$ cat src/rtl/gio_int_ctrl_pkg.sv
// Shared definitions for the GIO interrupt aggregator: register map defaults, FSM encodings, helpers.
// The optional source-ID capture is enabled by defining GIO_INT_PRIO_EN.
package gio_int_ctrl_pkg;

  localparam int         N_SRC_DEF     = 4;
  localparam logic [7:0] ADDR_PEND_DEF = 8'h20;
  localparam logic [7:0] ADDR_MASK_DEF = 8'h21;
  localparam logic [7:0] ADDR_CLR_DEF  = 8'h22;
  localparam logic [7:0] ADDR_ID_DEF   = 8'h23;

  localparam logic [1:0] ST_IDLE  = 2'd0;
  localparam logic [1:0] ST_REQ   = 2'd1;
  localparam logic [1:0] ST_INSVC = 2'd2;

  typedef struct packed {
    logic mask;
    logic clr;
  } wr_dec_t;

  function automatic logic addr_hit(input logic [7:0] addr, input logic [7:0] target,
                                    input logic strobe);
    return strobe & (addr == target);
  endfunction

  // ID register format: bit 7 flags a valid capture, low bits carry the source index.
  function automatic logic [7:0] id_code(input logic [2:0] idx);
    return {1'b1, 4'b0000, idx};
  endfunction

endpackage

$ cat src/rtl/gio_int_ctrl_if.sv
// CPU port-mapped I/O plus IOC interrupt handshake bundle for gio_int_ctrl.
interface gio_int_ctrl_if #(
  parameter int N_SRC = 4
);
  logic [7:0]       address;
  logic [7:0]       data_in;
  logic [7:0]       data_out;
  logic             wen;
  logic             ren;
  logic [N_SRC-1:0] int_src;
  logic [N_SRC-1:0] int_src_ack;
  logic             interrupt;
  logic             interrupt_ack;

  modport master (
    output address, data_in, wen, ren, int_src, interrupt_ack,
    input  data_out, int_src_ack, interrupt
  );

  modport slave (
    input  address, data_in, wen, ren, int_src, interrupt_ack,
    output data_out, int_src_ack, interrupt
  );
endinterface

$ cat src/rtl/gio_int_prio_enc.sv
// Lowest-index-first priority encoder (8 requests -> 3-bit index + valid).
// Only compiled into the design when GIO_INT_PRIO_EN is defined.
`ifdef GIO_INT_PRIO_EN
module gio_int_prio_enc (
  input  logic [7:0] req,
  output logic [2:0] idx,
  output logic       valid
);

  // Scan from the top down so the lowest set bit is the last to write idx.
  always_comb begin
    idx   = 3'd0;
    valid = |req;
    for (int i = 7; i >= 0; i--) begin
      if (req[i]) begin
        idx = 3'(i);
      end else begin
        idx = idx;
      end
    end
  end

endmodule
`endif

$ cat src/rtl/gio_int_ctrl.sv
// Interrupt aggregator: edge-latched pending flags, mask, single CPU interrupt line, per-source acks.
// Define GIO_INT_PRIO_EN to add the captured source-ID register at ADDR_ID.
module gio_int_ctrl
  import gio_int_ctrl_pkg::*;
#(
  parameter int         N_SRC     = N_SRC_DEF,
  parameter logic [7:0] ADDR_PEND = ADDR_PEND_DEF,
  parameter logic [7:0] ADDR_MASK = ADDR_MASK_DEF,
  parameter logic [7:0] ADDR_CLR  = ADDR_CLR_DEF,
  parameter logic [7:0] ADDR_ID   = ADDR_ID_DEF
) (
  input logic          clk,
  input logic          rst,
  gio_int_ctrl_if.slave bus
);

  logic [N_SRC-1:0] src_q_r;
  logic [N_SRC-1:0] pending_r;
  logic [N_SRC-1:0] mask_r;
  logic [N_SRC-1:0] ack_r;
  logic [1:0]       state_r;
  logic             irq_r;
  logic [7:0]       rdata_r;

  wr_dec_t          wr_s;
  logic [N_SRC-1:0] edge_s;
  logic [N_SRC-1:0] clr_bits_s;
  logic [N_SRC-1:0] pend_nxt_s;
  logic [N_SRC-1:0] ack_nxt_s;
  logic             enabled_s;
  logic [1:0]       state_nxt_s;
  logic [7:0]       pend8_s;
  logic [7:0]       mask8_s;
  logic [7:0]       rd_data_s;
  logic             unused_s;

  assign unused_s = &{1'b0, bus.data_in};

`ifdef GIO_INT_PRIO_EN
  logic [7:0] id_r;
  logic [7:0] enc_in_s;
  logic [2:0] enc_idx_s;
  logic       enc_valid_s;
  logic       id_cap_s;
`endif

  // Write decode, edge detection and pending/ack next-state; a new edge beats a same-cycle clear.
  always_comb begin
    wr_s.mask  = addr_hit(bus.address, ADDR_MASK, bus.wen);
    wr_s.clr   = addr_hit(bus.address, ADDR_CLR, bus.wen);
    edge_s     = bus.int_src & ~src_q_r;
    if (wr_s.clr) begin
      clr_bits_s = bus.data_in[N_SRC-1:0];
    end else begin
      clr_bits_s = {N_SRC{1'b0}};
    end
    pend_nxt_s = (pending_r & ~clr_bits_s) | edge_s;
    ack_nxt_s  = clr_bits_s & pending_r & ~edge_s;
    enabled_s  = |(pending_r & mask_r);
  end

  // Read data mux; anything not addressed returns zero so the CPU input bus can be OR-combined.
  always_comb begin
    pend8_s                = 8'h00;
    pend8_s[N_SRC-1:0]     = pending_r;
    mask8_s                = 8'h00;
    mask8_s[N_SRC-1:0]     = mask_r;
    rd_data_s              = 8'h00;
    if (bus.ren) begin
      if (bus.address == ADDR_PEND) begin
        rd_data_s = pend8_s;
      end else if (bus.address == ADDR_MASK) begin
        rd_data_s = mask8_s;
`ifdef GIO_INT_PRIO_EN
      end else if (bus.address == ADDR_ID) begin
        rd_data_s = id_r;
`endif
      end else begin
        rd_data_s = 8'h00;
      end
    end else begin
      rd_data_s = 8'h00;
    end
  end

  // Request FSM: an ack takes priority over a simultaneous mask/clear withdrawing the request.
  always_comb begin
    state_nxt_s = state_r;
    case (state_r)
      ST_IDLE: begin
        if (enabled_s) begin
          state_nxt_s = ST_REQ;
        end else begin
          state_nxt_s = ST_IDLE;
        end
      end
      ST_REQ: begin
        if (bus.interrupt_ack) begin
          state_nxt_s = ST_INSVC;
        end else if (!enabled_s) begin
          state_nxt_s = ST_IDLE;
        end else begin
          state_nxt_s = ST_REQ;
        end
      end
      ST_INSVC: begin
        if (wr_s.clr) begin
          state_nxt_s = ST_IDLE;
        end else begin
          state_nxt_s = ST_INSVC;
        end
      end
      default: begin
        state_nxt_s = ST_IDLE;
      end
    endcase
  end

  // Source sampling, pending flags, mask register and ack pulses.
  always_ff @(posedge clk or posedge rst) begin
    if (rst) begin
      src_q_r   <= {N_SRC{1'b0}};
      pending_r <= {N_SRC{1'b0}};
      mask_r    <= {N_SRC{1'b0}};
      ack_r     <= {N_SRC{1'b0}};
    end else begin
      src_q_r   <= bus.int_src;
      pending_r <= pend_nxt_s;
      ack_r     <= ack_nxt_s;
      if (wr_s.mask) begin
        mask_r <= bus.data_in[N_SRC-1:0];
      end else begin
        mask_r <= mask_r;
      end
    end
  end

  // FSM state, registered interrupt line (tracks the REQ state) and registered read data.
  always_ff @(posedge clk or posedge rst) begin
    if (rst) begin
      state_r <= ST_IDLE;
      irq_r   <= 1'b0;
      rdata_r <= 8'h00;
    end else begin
      state_r <= state_nxt_s;
      irq_r   <= (state_nxt_s == ST_REQ);
      rdata_r <= rd_data_s;
    end
  end

`ifdef GIO_INT_PRIO_EN
  // Encoder sees only enabled pending sources.
  always_comb begin
    enc_in_s            = 8'h00;
    enc_in_s[N_SRC-1:0] = pending_r & mask_r;
    id_cap_s            = (state_r == ST_REQ) & bus.interrupt_ack;
  end

  gio_int_prio_enc u_prio_enc (
    .req   (enc_in_s),
    .idx   (enc_idx_s),
    .valid (enc_valid_s)
  );

  // Capture the winning source when the CPU takes the interrupt.
  always_ff @(posedge clk or posedge rst) begin
    if (rst) begin
      id_r <= 8'h00;
    end else if (id_cap_s & enc_valid_s) begin
      id_r <= id_code(enc_idx_s);
    end else begin
      id_r <= id_r;
    end
  end
`endif

  assign bus.data_out    = rdata_r;
  assign bus.int_src_ack = ack_r;
  assign bus.interrupt   = irq_r;

endmodule

$ cat src/flat_wrapper.sv
// flat-port wrapper written by rule: the top's interface ports become plain ports
module gio_int_ctrl_flat import gio_int_ctrl_pkg::*;
#(
  parameter int         N_SRC     = N_SRC_DEF,
  parameter logic [7:0] ADDR_PEND = ADDR_PEND_DEF,
  parameter logic [7:0] ADDR_MASK = ADDR_MASK_DEF,
  parameter logic [7:0] ADDR_CLR  = ADDR_CLR_DEF,
  parameter logic [7:0] ADDR_ID   = ADDR_ID_DEF
)
  (clk, rst, bus_address, bus_data_in, bus_wen, bus_ren, bus_int_src, bus_interrupt_ack, bus_data_out, bus_int_src_ack, bus_interrupt);
  gio_int_ctrl_if #(.N_SRC(N_SRC)) bus_i ();
  input logic clk;
  input logic rst;
  input wire logic [$bits(bus_i.address)-1:0] bus_address;
  input wire logic [$bits(bus_i.data_in)-1:0] bus_data_in;
  input wire logic [$bits(bus_i.wen)-1:0] bus_wen;
  input wire logic [$bits(bus_i.ren)-1:0] bus_ren;
  input wire logic [$bits(bus_i.int_src)-1:0] bus_int_src;
  input wire logic [$bits(bus_i.interrupt_ack)-1:0] bus_interrupt_ack;
  output wire logic [$bits(bus_i.data_out)-1:0] bus_data_out;
  output wire logic [$bits(bus_i.int_src_ack)-1:0] bus_int_src_ack;
  output wire logic [$bits(bus_i.interrupt)-1:0] bus_interrupt;
  assign bus_i.address = bus_address;
  assign bus_i.data_in = bus_data_in;
  assign bus_i.wen = bus_wen;
  assign bus_i.ren = bus_ren;
  assign bus_i.int_src = bus_int_src;
  assign bus_i.interrupt_ack = bus_interrupt_ack;
  assign bus_data_out = bus_i.data_out;
  assign bus_int_src_ack = bus_i.int_src_ack;
  assign bus_interrupt = bus_i.interrupt;
  gio_int_ctrl #(.N_SRC(N_SRC), .ADDR_PEND(ADDR_PEND), .ADDR_MASK(ADDR_MASK), .ADDR_CLR(ADDR_CLR), .ADDR_ID(ADDR_ID)) u_core (.clk(clk), .rst(rst), .bus(bus_i));
endmodule
$ cat config.mk
export PLATFORM = sky130hd
export DESIGN_NAME = gio_int_ctrl_flat
export DESIGN_NICKNAME = d
export VERILOG_FILES = /design/src/rtl/gio_int_ctrl_pkg.sv /design/src/rtl/gio_int_ctrl_if.sv /design/src/rtl/gio_int_prio_enc.sv /design/src/rtl/gio_int_ctrl.sv /design/src/flat_wrapper.sv
export SDC_FILE = /design/constraint.sdc
export NUM_CORES = 1
export LEC_CHECK = 0
export ABC_CLOCK_PERIOD_IN_PS = 1800
export CORE_MARGIN = 4
export CORE_UTILIZATION = 45
export CTS_CLUSTER_DIAMETER = 80
export DETAILED_ROUTE_END_ITERATION = 7
export PLACE_DENSITY_LB_ADDON = 0.2
export SKIP_CTS_REPAIR_TIMING = 1
export SKIP_LAST_GASP = 1
export SLEW_MARGIN = 15
export SYNTH_ARGS = -nofsm -noshare
export SYNTH_HDL_FRONTEND = slang
export SYNTH_SLANG_ARGS = --single-unit
export TNS_END_PERCENT = 50
$ cat constraint.sdc
create_clock -name clk -period 1.8 [get_ports clk]
set_clock_uncertainty 0.2 [all_clocks]
set_input_delay 0.36 -clock clk [delete_from_list [all_inputs] [get_ports clk]]
set_output_delay 0.36 -clock clk [all_outputs]
set_load 0.005 [all_outputs]
==> impl_metrics.xml, run 1 <==
<?xml version="1.0" encoding="UTF-8"?>
<metrics>
  <group name="final_layout">
    <metric name="layout.filler_cells" unit="">155</metric>
    <metric name="num-nets-final" unit="">144</metric>
    <metric name="layout.cells.most_common_list" unit="">clkdlybuf4s50_1 (29), dfrtp_1 (23), buf_4 (11), nor2_1 (8), nand2b_1 (5)</metric>
    <metric name="n_antenna_cell" unit="">0</metric>
    <metric name="area_growth" unit="%">42.5</metric>
    <metric name="layout.cells.most_common" unit="">clkdlybuf4s50_1</metric>
    <metric name="layout-drive-gt1-share" unit="%">22.0</metric>
  </group>
  <group name="route">
    <metric name="drc_errors" unit="">0</metric>
    <metric name="drt_pass1_iterations" unit="">4</metric>
    <metric name="detailedRoute.firstIterationViolations" unit="">7</metric>
    <metric name="total_via_count_after_detailed_routing" unit="">748</metric>
    <metric name="post_drt_wl_per_cell" unit="µm">13.4</metric>
    <metric name="routed_wl" unit="µm">1950</metric>
    <metric name="postRouteAntennaNets" unit="">0</metric>
    <metric name="via_per_inst" unit="">5.16</metric>
  </group>
  <group name="clock_network">
    <metric name="clkSlewWorstSetupHoldPaths" unit="ns">0.12</metric>
    <metric name="root_buffer" unit="">clkbuf_4</metric>
    <metric name="cts-buffers-inserted" unit="">3</metric>
    <metric name="htree_num_levels" unit="">1</metric>
    <metric name="cts_buffer_depth" unit="">2</metric>
    <metric name="clock_sink_count" unit="">23</metric>
    <metric name="worstSkewPairLatency" unit="ns">0.31</metric>
    <metric name="tritoncts" unit="">done</metric>
  </group>
  <group name="pwr">
    <metric name="power.switching" unit="µW">224</metric>
    <metric name="seqPwrFrac" unit="%">60.1</metric>
    <metric name="power-per-cell-area" unit="mW/mm²">679</metric>
    <metric name="p_leak" unit="nW">0.639</metric>
    <metric name="power.ir.vdd_worst" unit="mV">0.482</metric>
    <metric name="power_frac_comb" unit="%">14.6</metric>
    <metric name="switching_share" unit="%">23.9</metric>
    <metric name="internal_power" unit="µW">711</metric>
    <metric name="share_clk_of_total_power" unit="%">25.4</metric>
  </group>
  <group name="placement">
    <metric name="place_hpwl" unit="µm">1570</metric>
    <metric name="io_buffers" unit="">29</metric>
    <metric name="globalplace.congestion" unit="">0.735</metric>
  </group>
  <group name="global_routing">
    <metric name="grt_pass1_wl" unit="µm">3240</metric>
    <metric name="antenna_found_initial" unit="">0</metric>
    <metric name="pin_count_of_the_biggest_net_entering_global_routing" unit="">24</metric>
    <metric name="globalRoute.totalOverflow" unit="">0</metric>
    <metric name="globalRouteTotalUtil" unit="%">15.8</metric>
    <metric name="grt_pass1_vias" unit="">719</metric>
  </group>
  <group name="yosys">
    <metric name="mappedNetlistArea" unit="µm²">966</metric>
    <metric name="synth.yosys.seq_area_share" unit="%">59.6</metric>
    <metric name="ys_ff_latch" unit="">23</metric>
    <metric name="netlist-cell-type-count" unit="">23</metric>
    <metric name="post_synth.cell_area_avg" unit="µm²">12.7</metric>
    <metric name="synth_warnings" unit="">0</metric>
    <metric name="syn_inst" unit="">76</metric>
  </group>
  <group name="timing">
    <metric name="drv_slew" unit="">0</metric>
    <metric name="final_period_minus_worst_setup_slack" unit="ns">1.72</metric>
    <metric name="final.setup.tns" unit="ns">0</metric>
    <metric name="setup_viol" unit="">0</metric>
    <metric name="final_hold_viol_count" unit="">0</metric>
    <metric name="fin_hold_ws" unit="ns">0.183</metric>
    <metric name="fmax" unit="MHz">582</metric>
    <metric name="setup_repair_after_global_routing_missed_its_margin" unit="">no</metric>
    <metric name="period_share" unit="%">95.4</metric>
  </group>
  <group name="worst_setup_path">
    <metric name="critical_path.slowest_cell" unit="">clkdlybuf4s50_1</metric>
    <metric name="timing.rr.start" unit="">u_core.pending_r[1]</metric>
    <metric name="timing.rr.end" unit="">u_core.state_r[0]</metric>
    <metric name="r2r.worst_path.cells" unit="">2</metric>
    <metric name="timing.critical_path.slowest_cell_delay" unit="ns">0.50</metric>
    <metric name="worst_ep_required_time" unit="ns">1.24</metric>
    <metric name="cp.arrival" unit="ns">1.16</metric>
    <metric name="critical_path.max_fanout" unit="">1</metric>
    <metric name="setup.worst_path.end_class" unit="">output port</metric>
    <metric name="regToRegSetupSlack" unit="ns">0.65</metric>
    <metric name="cp_num_buf_inv" unit="">1</metric>
    <metric name="timing.critical_path.from_type" unit="">flip-flop</metric>
    <metric name="crit_chain" unit="">clkdlybuf4s50_1</metric>
    <metric name="cpLargestDelayFamily" unit="">buffers and inverters</metric>
    <metric name="criticalPathCategory" unit="">reg -&gt; out</metric>
    <metric name="timing.critical_path.from" unit="">u_core.bus.int_src_ack[0]</metric>
  </group>
  <group name="min_path">
    <metric name="hold_class" unit="">in -&gt; async</metric>
  </group>
  <group name="floorplanning">
    <metric name="io_pins" unit="">38</metric>
    <metric name="initial_utilization" unit="%">48.2</metric>
    <metric name="fp-row-count" unit="">16</metric>
    <metric name="die_outline_area" unit="mm²">0.00295</metric>
    <metric name="core" unit="mm²">0.00200</metric>
    <metric name="die-height" unit="µm">54.3</metric>
    <metric name="fp.dieW" unit="µm">54.3</metric>
  </group>
  <group name="job">
    <metric name="max_cap_violations" unit="">0</metric>
  </group>
  <group name="outcome">
    <metric name="status" unit="">finished, final reports clean</metric>
  </group>
</metrics>
## power by group through the flow
stage	Combinational [mW]	Clock, mW	Sequential (mW)
floorplan	0.0628	0	0.568
global placement	0.133	0	0.569
detailed placement	0.137	0	0.572
CTS	0.138	0.244	0.561
global route	0.152	0.268	0.566
finish	0.136	0.237	0.562
## final cells by class
| cell class | count | area [µm²] | share of cell area, % |
|---|---|---|---|
| multi-input combinational | 50 | 363 | 26.4 |
| timing repair buffer | 40 | 373 | 27.1 |
| clock buffer | 3 | 22.5 | 1.64 |
| sequential | 23 | 576 | 41.8 |
| tap | 27 | 33.8 | 2.45 |
| inverter | 1 | 3.75 | 0.273 |
| clock inverter | 1 | 5.00 | 0.364 |
## registers in the layout, indices dropped and copies added (netlist names)
register / count
u_core.bus.data_out: 4
u_core.bus.int_src_ack: 4
u_core.mask_r: 4
u_core.pending_r: 4
u_core.src_q_r: 4
u_core.state_r: 2
u_core.bus.interrupt: 1
## synth_stat cells, drive strengths merged
master / instances / area, µm²
a21bo: 4 / 40.0
a221oi: 2 / 17.5
a22oi: 2 / 15.0
and3: 1 / 6.26
buf: 5 / 35.0
conb: 1 / 3.75
dfrtp: 23 / 576
inv: 1 / 3.75
mux2: 4 / 45.0
mux2i: 4 / 40.0
nand2: 4 / 15.0
nand2b: 5 / 31.3
nand3: 1 / 5.00
nand3b: 1 / 7.51
nand4: 5 / 37.5
nor2: 8 / 30.0
nor3: 1 / 5.00
nor4b: 3 / 47.5
o21ai: 1 / 5.00
## metrics by stage
step | total power [mW] | worst slack (ns) | std cells | util, % | instance area, µm²
CTS | 0.943 | 0.0593 | 145 | 68.8 | 1380
finish | 0.935 | 0.0831 | 145 | 68.8 | 1380
global placement | 0.703 | -0.186 | 141 | 67.4 | 1350
detailed placement | 0.709 | -0.219 | 141 | 67.4 | 1350
floorplan | 0.631 | 0.250 | 79 | - | 977
global route | 0.985 | 0.0158 | 145 | 68.8 | 1380
## cells by family after synthesis
kind of cell,after synthesis,synth area share (%)
mux,8,8.81
compound gates,9,8.03
simple gates,29,19.2
buf+inv,6,4.01
flops,23,59.6
other cells,1,0.388
## how the worst max path moves through the flow
stage / end / slack [ns] / cells after the start
6_report: bus_int_src_ack[0] / 0.08 / 1
2_1_floorplan: u_core.mask_r[0] / 0.25 / 3
4_1_cts: bus_int_src_ack[0] / 0.06 / 1
5_1_grt: bus_data_out[2] / 0.02 / 1
3_5_place_dp: u_core.pending_r[2] / -0.22 / 5
3_3_place_gp: u_core.pending_r[2] / -0.19 / 5
## per-layer routing
metal  vias to the layer above  GRT usage, %  wire (µm)
met5                         -             0          0
met4                         0          8.71         43
met3                         5          3.27        123
met2                        28          26.1       1030
met1                       369          19.2        756
li1                        346             -          -
No activity file was read; power rests on OpenSTA's default activity.
==> run 2, diff against run 1 <==
--- a/config.mk
+++ b/config.mk
@@ -6,6 +6,7 @@
 export NUM_CORES = 1
 export LEC_CHECK = 0
 export ABC_CLOCK_PERIOD_IN_PS = 1800
+export CAP_MARGIN = 20
 export CORE_MARGIN = 4
 export CORE_UTILIZATION = 45
 export CTS_CLUSTER_DIAMETER = 80
==> results of run 2 <==
No change in the layout: final DEF, timing and power equal those of run 1.
